--- config.mk ---
export PLATFORM = sky130hd
export DESIGN_NAME = adder_share_arbiter_flat
export DESIGN_NICKNAME = d
export VERILOG_FILES = /design/src/rtl/adder_share_arbiter_if.sv /design/src/rtl/adder_share_arbiter.sv /design/src/flat_wrapper.sv
export SDC_FILE = /design/constraint.sdc
export NUM_CORES = 1
export LEC_CHECK = 0
export BUFFER_PORTS_ARGS = -buffer_cell sky130_fd_sc_hd__buf_4
export CAP_MARGIN = 20
export CORE_UTILIZATION = 42
export DETAILED_ROUTE_END_ITERATION = 7
export MAX_ROUTING_LAYER = met4
export PLACE_DENSITY = 0.76
export SETUP_SLACK_MARGIN = 0.15
export SYNTH_ARGS = -nofsm -noshare
export SYNTH_HDL_FRONTEND = slang
export SYNTH_SLANG_ARGS = --single-unit
--- constraint.sdc ---
create_clock -name clk -period 3.2 [get_ports clk]
set_input_delay 0 -clock clk [delete_from_list [all_inputs] [get_ports clk]]
set_output_delay 0 -clock clk [all_outputs]
set_load 0.005 [all_outputs]
--- src/rtl/adder_share_arbiter_if.sv ---
// Request/response/adder bundle for adder_share_arbiter; slave is the arbiter side.
// The rsp0_ovf/rsp1_ovf signals exist only when ADD_ARB_OVF_EN is defined.
interface adder_share_arbiter_if #(
    parameter int WIDTH = 16
);
    logic             req0_valid;
    logic             req0_ready;
    logic [WIDTH-1:0] req0_in1;
    logic [WIDTH-1:0] req0_in2;
    logic             req0_c_in;
    logic             req1_valid;
    logic             req1_ready;
    logic [WIDTH-1:0] req1_in1;
    logic [WIDTH-1:0] req1_in2;
    logic             req1_c_in;

    logic             rsp0_valid;
    logic             rsp0_ready;
    logic [WIDTH-1:0] rsp0_sum;
    logic             rsp0_c_out;
    logic             rsp1_valid;
    logic             rsp1_ready;
    logic [WIDTH-1:0] rsp1_sum;
    logic             rsp1_c_out;

    logic [WIDTH-1:0] add_in1;
    logic [WIDTH-1:0] add_in2;
    logic             add_c_in;
    logic [WIDTH-1:0] add_sum;
    logic             add_c_out;

`ifdef ADD_ARB_OVF_EN
    logic             rsp0_ovf;
    logic             rsp1_ovf;
`endif

    modport slave (
`ifdef ADD_ARB_OVF_EN
        output rsp0_ovf, rsp1_ovf,
`endif
        input  req0_valid, req0_in1, req0_in2, req0_c_in,
        input  req1_valid, req1_in1, req1_in2, req1_c_in,
        output req0_ready, req1_ready,
        output rsp0_valid, rsp0_sum, rsp0_c_out,
        output rsp1_valid, rsp1_sum, rsp1_c_out,
        input  rsp0_ready, rsp1_ready,
        output add_in1, add_in2, add_c_in,
        input  add_sum, add_c_out
    );

    modport master (
`ifdef ADD_ARB_OVF_EN
        input  rsp0_ovf, rsp1_ovf,
`endif
        output req0_valid, req0_in1, req0_in2, req0_c_in,
        output req1_valid, req1_in1, req1_in2, req1_c_in,
        input  req0_ready, req1_ready,
        input  rsp0_valid, rsp0_sum, rsp0_c_out,
        input  rsp1_valid, rsp1_sum, rsp1_c_out,
        output rsp0_ready, rsp1_ready,
        input  add_in1, add_in2, add_c_in,
        output add_sum, add_c_out
    );
endinterface

--- src/rtl/adder_share_arbiter.sv ---
// Round-robin share of one external combinational adder between two requesters.
// Define ADD_ARB_OVF_EN to add registered signed-overflow flags to both responses.
module adder_share_arbiter #(
    parameter int WIDTH = 16
) (
    input logic                  clk,
    input logic                  rst,
    adder_share_arbiter_if.slave bus
);

    typedef enum logic [1:0] {
        IDLE,
        ISSUE,
        RESP
    } state_e;

    state_e           state_q, state_d;
    logic             lastGrant_q, lastGrant_d;
    logic             grant_q, grant_d;
    logic [WIDTH-1:0] opA_q, opA_d;
    logic [WIDTH-1:0] opB_q, opB_d;
    logic             opC_q, opC_d;
    logic [WIDTH-1:0] resSum_q, resSum_d;
    logic             resC_q, resC_d;
`ifdef ADD_ARB_OVF_EN
    logic             ovf_q, ovf_d;
`endif

    logic anyValid;
    logic selGrant;

    // On a tie the requester that did not win last time is chosen, so neither can starve.
    always_comb begin
        anyValid = bus.req0_valid | bus.req1_valid;
        selGrant = 1'b0;
        if (bus.req0_valid && bus.req1_valid) begin
            selGrant = ~lastGrant_q;
        end else if (bus.req1_valid) begin
            selGrant = 1'b1;
        end
    end

    always_ff @(posedge clk or posedge rst) begin
        if (rst) begin
            state_q     <= IDLE;
            lastGrant_q <= 1'b1;
            grant_q     <= 1'b0;
            opA_q       <= '0;
            opB_q       <= '0;
            opC_q       <= 1'b0;
            resSum_q    <= '0;
            resC_q      <= 1'b0;
`ifdef ADD_ARB_OVF_EN
            ovf_q       <= 1'b0;
`endif
        end else begin
            state_q     <= state_d;
            lastGrant_q <= lastGrant_d;
            grant_q     <= grant_d;
            opA_q       <= opA_d;
            opB_q       <= opB_d;
            opC_q       <= opC_d;
            resSum_q    <= resSum_d;
            resC_q      <= resC_d;
`ifdef ADD_ARB_OVF_EN
            ovf_q       <= ovf_d;
`endif
        end
    end

    always_comb begin
        state_d     = state_q;
        lastGrant_d = lastGrant_q;
        grant_d     = grant_q;
        opA_d       = opA_q;
        opB_d       = opB_q;
        opC_d       = opC_q;
        resSum_d    = resSum_q;
        resC_d      = resC_q;
`ifdef ADD_ARB_OVF_EN
        ovf_d       = ovf_q;
`endif
        case (state_q)
            IDLE: begin
                if (anyValid) begin
                    state_d     = ISSUE;
                    grant_d     = selGrant;
                    lastGrant_d = selGrant;
                    opA_d       = selGrant ? bus.req1_in1  : bus.req0_in1;
                    opB_d       = selGrant ? bus.req1_in2  : bus.req0_in2;
                    opC_d       = selGrant ? bus.req1_c_in : bus.req0_c_in;
                end
            end
            ISSUE: begin
                // The adder sees the latched operands for this whole cycle, so its output is settled.
                resSum_d = bus.add_sum;
                resC_d   = bus.add_c_out;
`ifdef ADD_ARB_OVF_EN
                ovf_d    = (opA_q[WIDTH-1] == opB_q[WIDTH-1]) &&
                           (bus.add_sum[WIDTH-1] != opA_q[WIDTH-1]);
`endif
                state_d  = RESP;
            end
            RESP: begin
                if ((!grant_q && bus.rsp0_ready) || (grant_q && bus.rsp1_ready)) begin
                    state_d = IDLE;
                end
            end
            default: begin
                state_d = IDLE;
            end
        endcase
    end

    // Ready is masked by rst so every output reads 0 while reset is held.
    always_comb begin
        bus.add_in1    = opA_q;
        bus.add_in2    = opB_q;
        bus.add_c_in   = opC_q;
        bus.req0_ready = !rst && (state_q == IDLE) && bus.req0_valid && !selGrant;
        bus.req1_ready = !rst && (state_q == IDLE) && bus.req1_valid && selGrant;
        bus.rsp0_valid = (state_q == RESP) && !grant_q;
        bus.rsp1_valid = (state_q == RESP) && grant_q;
        bus.rsp0_sum   = grant_q ? '0 : resSum_q;
        bus.rsp1_sum   = grant_q ? resSum_q : '0;
        bus.rsp0_c_out = !grant_q && resC_q;
        bus.rsp1_c_out = grant_q && resC_q;
`ifdef ADD_ARB_OVF_EN
        bus.rsp0_ovf   = !grant_q && ovf_q;
        bus.rsp1_ovf   = grant_q && ovf_q;
`endif
    end

endmodule
--- src/flat_wrapper.sv ---
// flat-port wrapper written by rule: the top's interface ports become plain ports
module adder_share_arbiter_flat 
#(
    parameter int WIDTH = 16
)
  (clk, rst, bus_req0_valid, bus_req0_in1, bus_req0_in2, bus_req0_c_in, bus_req1_valid, bus_req1_in1, bus_req1_in2, bus_req1_c_in, bus_req0_ready, bus_req1_ready, bus_rsp0_valid, bus_rsp0_sum, bus_rsp0_c_out, bus_rsp1_valid, bus_rsp1_sum, bus_rsp1_c_out, bus_rsp0_ready, bus_rsp1_ready, bus_add_in1, bus_add_in2, bus_add_c_in, bus_add_sum, bus_add_c_out);
  adder_share_arbiter_if #(.WIDTH(WIDTH)) bus_i ();
  input logic clk;
  input logic rst;
  input wire logic [$bits(bus_i.req0_valid)-1:0] bus_req0_valid;
  input wire logic [$bits(bus_i.req0_in1)-1:0] bus_req0_in1;
  input wire logic [$bits(bus_i.req0_in2)-1:0] bus_req0_in2;
  input wire logic [$bits(bus_i.req0_c_in)-1:0] bus_req0_c_in;
  input wire logic [$bits(bus_i.req1_valid)-1:0] bus_req1_valid;
  input wire logic [$bits(bus_i.req1_in1)-1:0] bus_req1_in1;
  input wire logic [$bits(bus_i.req1_in2)-1:0] bus_req1_in2;
  input wire logic [$bits(bus_i.req1_c_in)-1:0] bus_req1_c_in;
  output wire logic [$bits(bus_i.req0_ready)-1:0] bus_req0_ready;
  output wire logic [$bits(bus_i.req1_ready)-1:0] bus_req1_ready;
  output wire logic [$bits(bus_i.rsp0_valid)-1:0] bus_rsp0_valid;
  output wire logic [$bits(bus_i.rsp0_sum)-1:0] bus_rsp0_sum;
  output wire logic [$bits(bus_i.rsp0_c_out)-1:0] bus_rsp0_c_out;
  output wire logic [$bits(bus_i.rsp1_valid)-1:0] bus_rsp1_valid;
  output wire logic [$bits(bus_i.rsp1_sum)-1:0] bus_rsp1_sum;
  output wire logic [$bits(bus_i.rsp1_c_out)-1:0] bus_rsp1_c_out;
  input wire logic [$bits(bus_i.rsp0_ready)-1:0] bus_rsp0_ready;
  input wire logic [$bits(bus_i.rsp1_ready)-1:0] bus_rsp1_ready;
  output wire logic [$bits(bus_i.add_in1)-1:0] bus_add_in1;
  output wire logic [$bits(bus_i.add_in2)-1:0] bus_add_in2;
  output wire logic [$bits(bus_i.add_c_in)-1:0] bus_add_c_in;
  input wire logic [$bits(bus_i.add_sum)-1:0] bus_add_sum;
  input wire logic [$bits(bus_i.add_c_out)-1:0] bus_add_c_out;
  assign bus_i.req0_valid = bus_req0_valid;
  assign bus_i.req0_in1 = bus_req0_in1;
  assign bus_i.req0_in2 = bus_req0_in2;
  assign bus_i.req0_c_in = bus_req0_c_in;
  assign bus_i.req1_valid = bus_req1_valid;
  assign bus_i.req1_in1 = bus_req1_in1;
  assign bus_i.req1_in2 = bus_req1_in2;
  assign bus_i.req1_c_in = bus_req1_c_in;
  assign bus_req0_ready = bus_i.req0_ready;
  assign bus_req1_ready = bus_i.req1_ready;
  assign bus_rsp0_valid = bus_i.rsp0_valid;
  assign bus_rsp0_sum = bus_i.rsp0_sum;
  assign bus_rsp0_c_out = bus_i.rsp0_c_out;
  assign bus_rsp1_valid = bus_i.rsp1_valid;
  assign bus_rsp1_sum = bus_i.rsp1_sum;
  assign bus_rsp1_c_out = bus_i.rsp1_c_out;
  assign bus_i.rsp0_ready = bus_rsp0_ready;
  assign bus_i.rsp1_ready = bus_rsp1_ready;
  assign bus_add_in1 = bus_i.add_in1;
  assign bus_add_in2 = bus_i.add_in2;
  assign bus_add_c_in = bus_i.add_c_in;
  assign bus_i.add_sum = bus_add_sum;
  assign bus_i.add_c_out = bus_add_c_out;
  adder_share_arbiter #(.WIDTH(WIDTH)) u_core (.clk(clk), .rst(rst), .bus(bus_i));
endmodule
Word-level counts from Yosys, hierarchy flattened. Index checks and enable logic that the tools add are counted.

Output and inout bits: 71. Word-level logic and storage cells: 43. Bits of input ports: 89. Flip-flop bits (word level): 54.

Eq/ne operators: 4. Bitwise logic cells: 2. Multiplexer cells: 10. Reductions and logical operators: 19.

Operators by type and width (count): two-way mux 16 bit (4); logical AND 1 bit (12); one-hot mux 2 bit (3 select lines) (1); two-way mux 2 bit (2); != test 2 x 1 -> 1 bit, second input constant (2); AND reduction 2 bit (2); zero test 1 bit (3); two-way mux 1 bit (3); == test 2 x 1 -> 1 bit, second input constant (1); == test 2 bit, second input constant (1); zero test 2 bit (1); logical OR 1 bit (1); inverter 1 bit (1); OR 1 bit (1).

Longest topological paths before layout.
Depth in word-level cells: 5. Gate-level depth with buffers: 5. Mapped depth without buffers: 3.

Worst setup path after synthesis. No wires, ideal clock.

Path type: reg2reg. Start: reg u_core.lastGrant_q. End: reg u_core.opA_q[0], in the netlist u_core.bus.add_in1[0]. Stages on the path, launching flop included: 6. Arrival: 1.456 ns. Path slack: 1.619 ns. Setup time: 0.125 ns. Required time: 3.075 ns. Clock period less this slack: 1.581 ns. Path buffers: 2. Cells stage by stage: dfstp_2 > a21bo_1 > buf_6 > buf_6 > mux2_4 > mux2_4.

Word-level cells in the longest chain between the ends: 3.

Ends and longest elaborated chain: start, declared (RTL line adder_share_arbiter.sv:18) `logic lastGrant_q, lastGrant_d;`; start signal, assigned (RTL line adder_share_arbiter.sv:58) `lastGrant_q <= lastGrant_d;`; inverter 1 bit (RTL line adder_share_arbiter.sv:37) `selGrant = ~lastGrant_q;`; two-way mux 1 bit (RTL line adder_share_arbiter.sv:36) `if (bus.req0_valid && bus.req1_valid) begin`; two-way mux 16 bit (RTL line adder_share_arbiter.sv:89) `opA_d = selGrant ? bus.req1_in1 : bus.req0_in1;`; end signal, assigned (RTL line adder_share_arbiter.sv:60) `opA_q <= opA_d;`; end, declared (RTL line adder_share_arbiter.sv:20) `logic [WIDTH-1:0] opA_q, opA_d;`.

No other way between the ends. A chain may end at the register's enable or synchronous reset.

Worst setup path after layout.
Start: reg u_core.lastGrant_q. End: reg u_core.opB_q[9], in the netlist u_core.bus.add_in2[9].

Word-level cells in the longest chain between the ends: 3.

Ends and longest elaborated chain: inverter 1 bit (RTL line adder_share_arbiter.sv:37); two-way mux 1 bit (RTL line adder_share_arbiter.sv:36); two-way mux 16 bit (RTL line adder_share_arbiter.sv:90) `opB_d = selGrant ? bus.req1_in2 : bus.req0_in2;`; end signal, assigned (RTL line adder_share_arbiter.sv:61) `opB_q <= opB_d;`; end, declared (RTL line adder_share_arbiter.sv:21) `logic [WIDTH-1:0] opB_q, opB_d;`.

No other way between the ends.

==> flow_summary.json <==
{
  "finalHoldViolCount": 0,
  "syn_nets": 290,
  "rsz0062_at_grt": "no",
  "crit_required_ns": 3.39,
  "status": "completed",
  "max_freq_mhz": 495,
  "arrival_ns": 2.21,
  "fin_ws_ns": 1.18,
  "crit_fanout": 15,
  "synth_warnings": 0,
  "critPathLaunch": "u_core.lastGrant_q",
  "totalWireLength_um": 6840,
  "yosysSeqAreaShare_pct": 46.5,
  "cts_tree": "done",
  "io_buffer_count": 159,
  "area_growth_syn_to_layout_pct": 52.2,
  "dieArea_um2": 7260,
  "ios": 160,
  "final_common_cell": "buf_4",
  "num_rows": 29,
  "period_needed_ns": 2.02,
  "slew-limit-headroom_pct": 39.4,
  "async_flop_share_pct": 100,
  "grt_pass1_wl_um": 11000,
  "clk_pin_slew_ns": 0.09,
  "max_stage_delay_ns": 0.55,
  "layout_common_cells": "buf_4, mux2_4, dfrtp_1",
  "post-route-period-util_pct": 63.1,
  "synth_area_um2": 2910,
  "clock_latency_ns": 0.30,
  "hold_class": "in -> reg",
  "antenna_found_initial": 0,
  "die_w_um": 85.2,
  "grt_pass1_vias": 2246,
  "worst-path-buf-inv": 1,
  "drt-vias-per-instance": 4.76,
  "setup_viol": 0,
  "crit_chain": "a21bo_2 -> buf_4 -> mux2_2 -> mux2_2",
  "synth-simple-area-share_pct": 8.65,
  "cp-start-kind": "register",
  "die_h_um": 85.2,
  "start_util_pct": 44.5,
  "reg2reg_from": "u_core.lastGrant_q",
  "n_antenna_cell": 0,
  "synth_ff_type": "dfrtp_1",
  "r2r_setup_slack_ns": 1.18,
  "crit_path_end": "u_core.bus.add_in2[9]",
  "dpl_worst_slack_ns": 1.18,
  "synth_edf_count": 0,
  "dr.pass1.iters": 4,
  "fp.coreArea_um2": 6530,
  "root_buffer": "clkbuf_8",
  "reg2reg_depth": 4,
  "synth_compound_area_share_pct": 1.46,
  "tightest_slew_ns": 0.909,
  "ctsLongestPathBuffers": 2,
  "track_usage_pct": 19.9,
  "htree_levels": 2,
  "r2r-end": "u_core.bus.add_in2[9]",
  "crit_path_frequent_cell": "mux2_2",
  "synthAdderAreaFrac_pct": 0,
  "numCtsBuffers": 5,
  "drc": 0,
  "crit_type": "reg -> reg",
  "final_nets": 467,
  "gp_congestion": 0.714,
  "postSynthCellCount": 201,
  "maxCapViolCount": 0,
  "finalSetupTns_ns": 0,
  "leakagePower_nw": 2.25,
  "syn_avg_cell_area_um2": 14.5,
  "avgRoutedWirePerCell_um": 15.0,
  "synth_mux_area_share_pct": 39.5,
  "p_per_area_nw_per_um2": 838,
  "ys_types": 22,
  "dp_hpwl_um": 5200,
  "vias": 2171,
  "crit_path_end_kind": "register",
  "irDropWorstVdd_mv": 0.367,
  "clock-sinks": 54,
  "critical_path_depth": 4,
  "cp_slowest_cell": "dfstp_2",
  "fill_cells": 501,
  "synth_top_family_by_area": "multiplexers",
  "antenna_left": 0,
  "crit_family": "multiplexers",
  "grt_max_degree": 38,
  "yosys.area_share.xor_xnor_pct": 0,
  "drtIter0Drc": 41,
  "finClkSkew_ns": 0.00271,
  "globalRouteOverflowTotal": 0,
  "slew_viol_final": 0,
  "drive_gt1_share_pct": 68.6,
  "synth_seq_cells": 54
}
==> stage by stage <==
stage                     power [W]  cell area [µm²]  std cells  hold slack (ns)  utilization, %
after floorplan             0.00240             2910        201           0.0341               -
after detailed placement    0.00331             4130        428            0.116            63.3
after CTS                   0.00374             4430        456           0.0317            67.8
after global placement      0.00325             4130        428            0.108            63.3
final                       0.00371             4430        456           0.0436            67.8
after global routing        0.00395             4430        456           0.0362            67.8
==> sequential cells by signal, summed over array words and instances, names as in the netlist <==
name                 flops
u_core.bus.add_in2      16
u_core.lastGrant_q       1
u_core.state_q           2
u_core.bus.add_in1      16
u_core.resC_q            1
u_core.resSum_q         16
u_core.grant_q           1
u_core.bus.add_c_in      1
==> worst min-delay path by stage <==
stage	from	cells after the start	to
2_1_floorplan	rst	1	bus_req1_ready
3_3_place_gp	rst	2	u_core.bus.add_in1[2]
3_5_place_dp	rst	2	u_core.bus.add_in1[1]
4_1_cts	bus_rsp1_ready	3	u_core.state_q[1]
5_1_grt	bus_req1_in1[9]	3	u_core.bus.add_in1[9]
6_report	bus_rsp1_ready	3	u_core.state_q[1]
==> Yosys cell counts (all sizes together), types with 2 or more instances <==
cell type	instances	area, µm²
nor2	3	11.3
inv	2	7.51
mux2	84	1150
clkbuf	4	15.0
buf	10	90.1
nor2b	17	106
and2	17	106
nand2b	2	12.5
dfrtp	53	1330
==> report_power, final <==
part	switching [W]	internal, W	leakage (nW)
Clock	0.000210	0.000174	0.0472
Sequential	0.000270	0.00104	0.632
Combinational	0.000662	0.00135	1.57
Total	0.00114	0.00257	2.25
==> logic make-up after synthesis <==
group                  count (synthesis)
AO/OA/AOI/OAI                          6
buffers and inverters                 16
flip-flops                            54
multiplexers                          84
AND/OR/NAND/NOR                       41
==> metal layers <==
| metal | track usage, % | up-vias | wire (µm) |
|---|---|---|---|
| li1 | - | 1046 | - |
| met1 | 25.0 | 1004 | 2900 |
| met2 | 34.0 | 116 | 3380 |
| met3 | 2.53 | 5 | 498 |
| met4 | 5.08 | 0 | 55 |
| met5 | - | - | 0 |
==> final cells by class <==
class	instances	area, µm²	area share [%]
multi-input combinational	131	1440	32.6
timing repair buffer	184	1430	32.3
sequential	54	1350	30.6
tap	77	96.3	2.18
clock buffer	6	82.6	1.87
clock inverter	2	12.5	0.283
inverter	2	7.51	0.170
==> timing repair <==
item / 4_1_cts / 5_1_grt
gates resized for setup: 0 / 0
buffers inserted: 0 / 0
hold buffers: 20 / 0
hold endpoints to repair: 44 / 0
==> tightest hold or removal path, cell delays in order <==
cell and delay [ns]:
buf_4 0.07, mux2_2 0.14, o21ai_0 0.08
No activity file was read; power rests on OpenSTA's default activity.
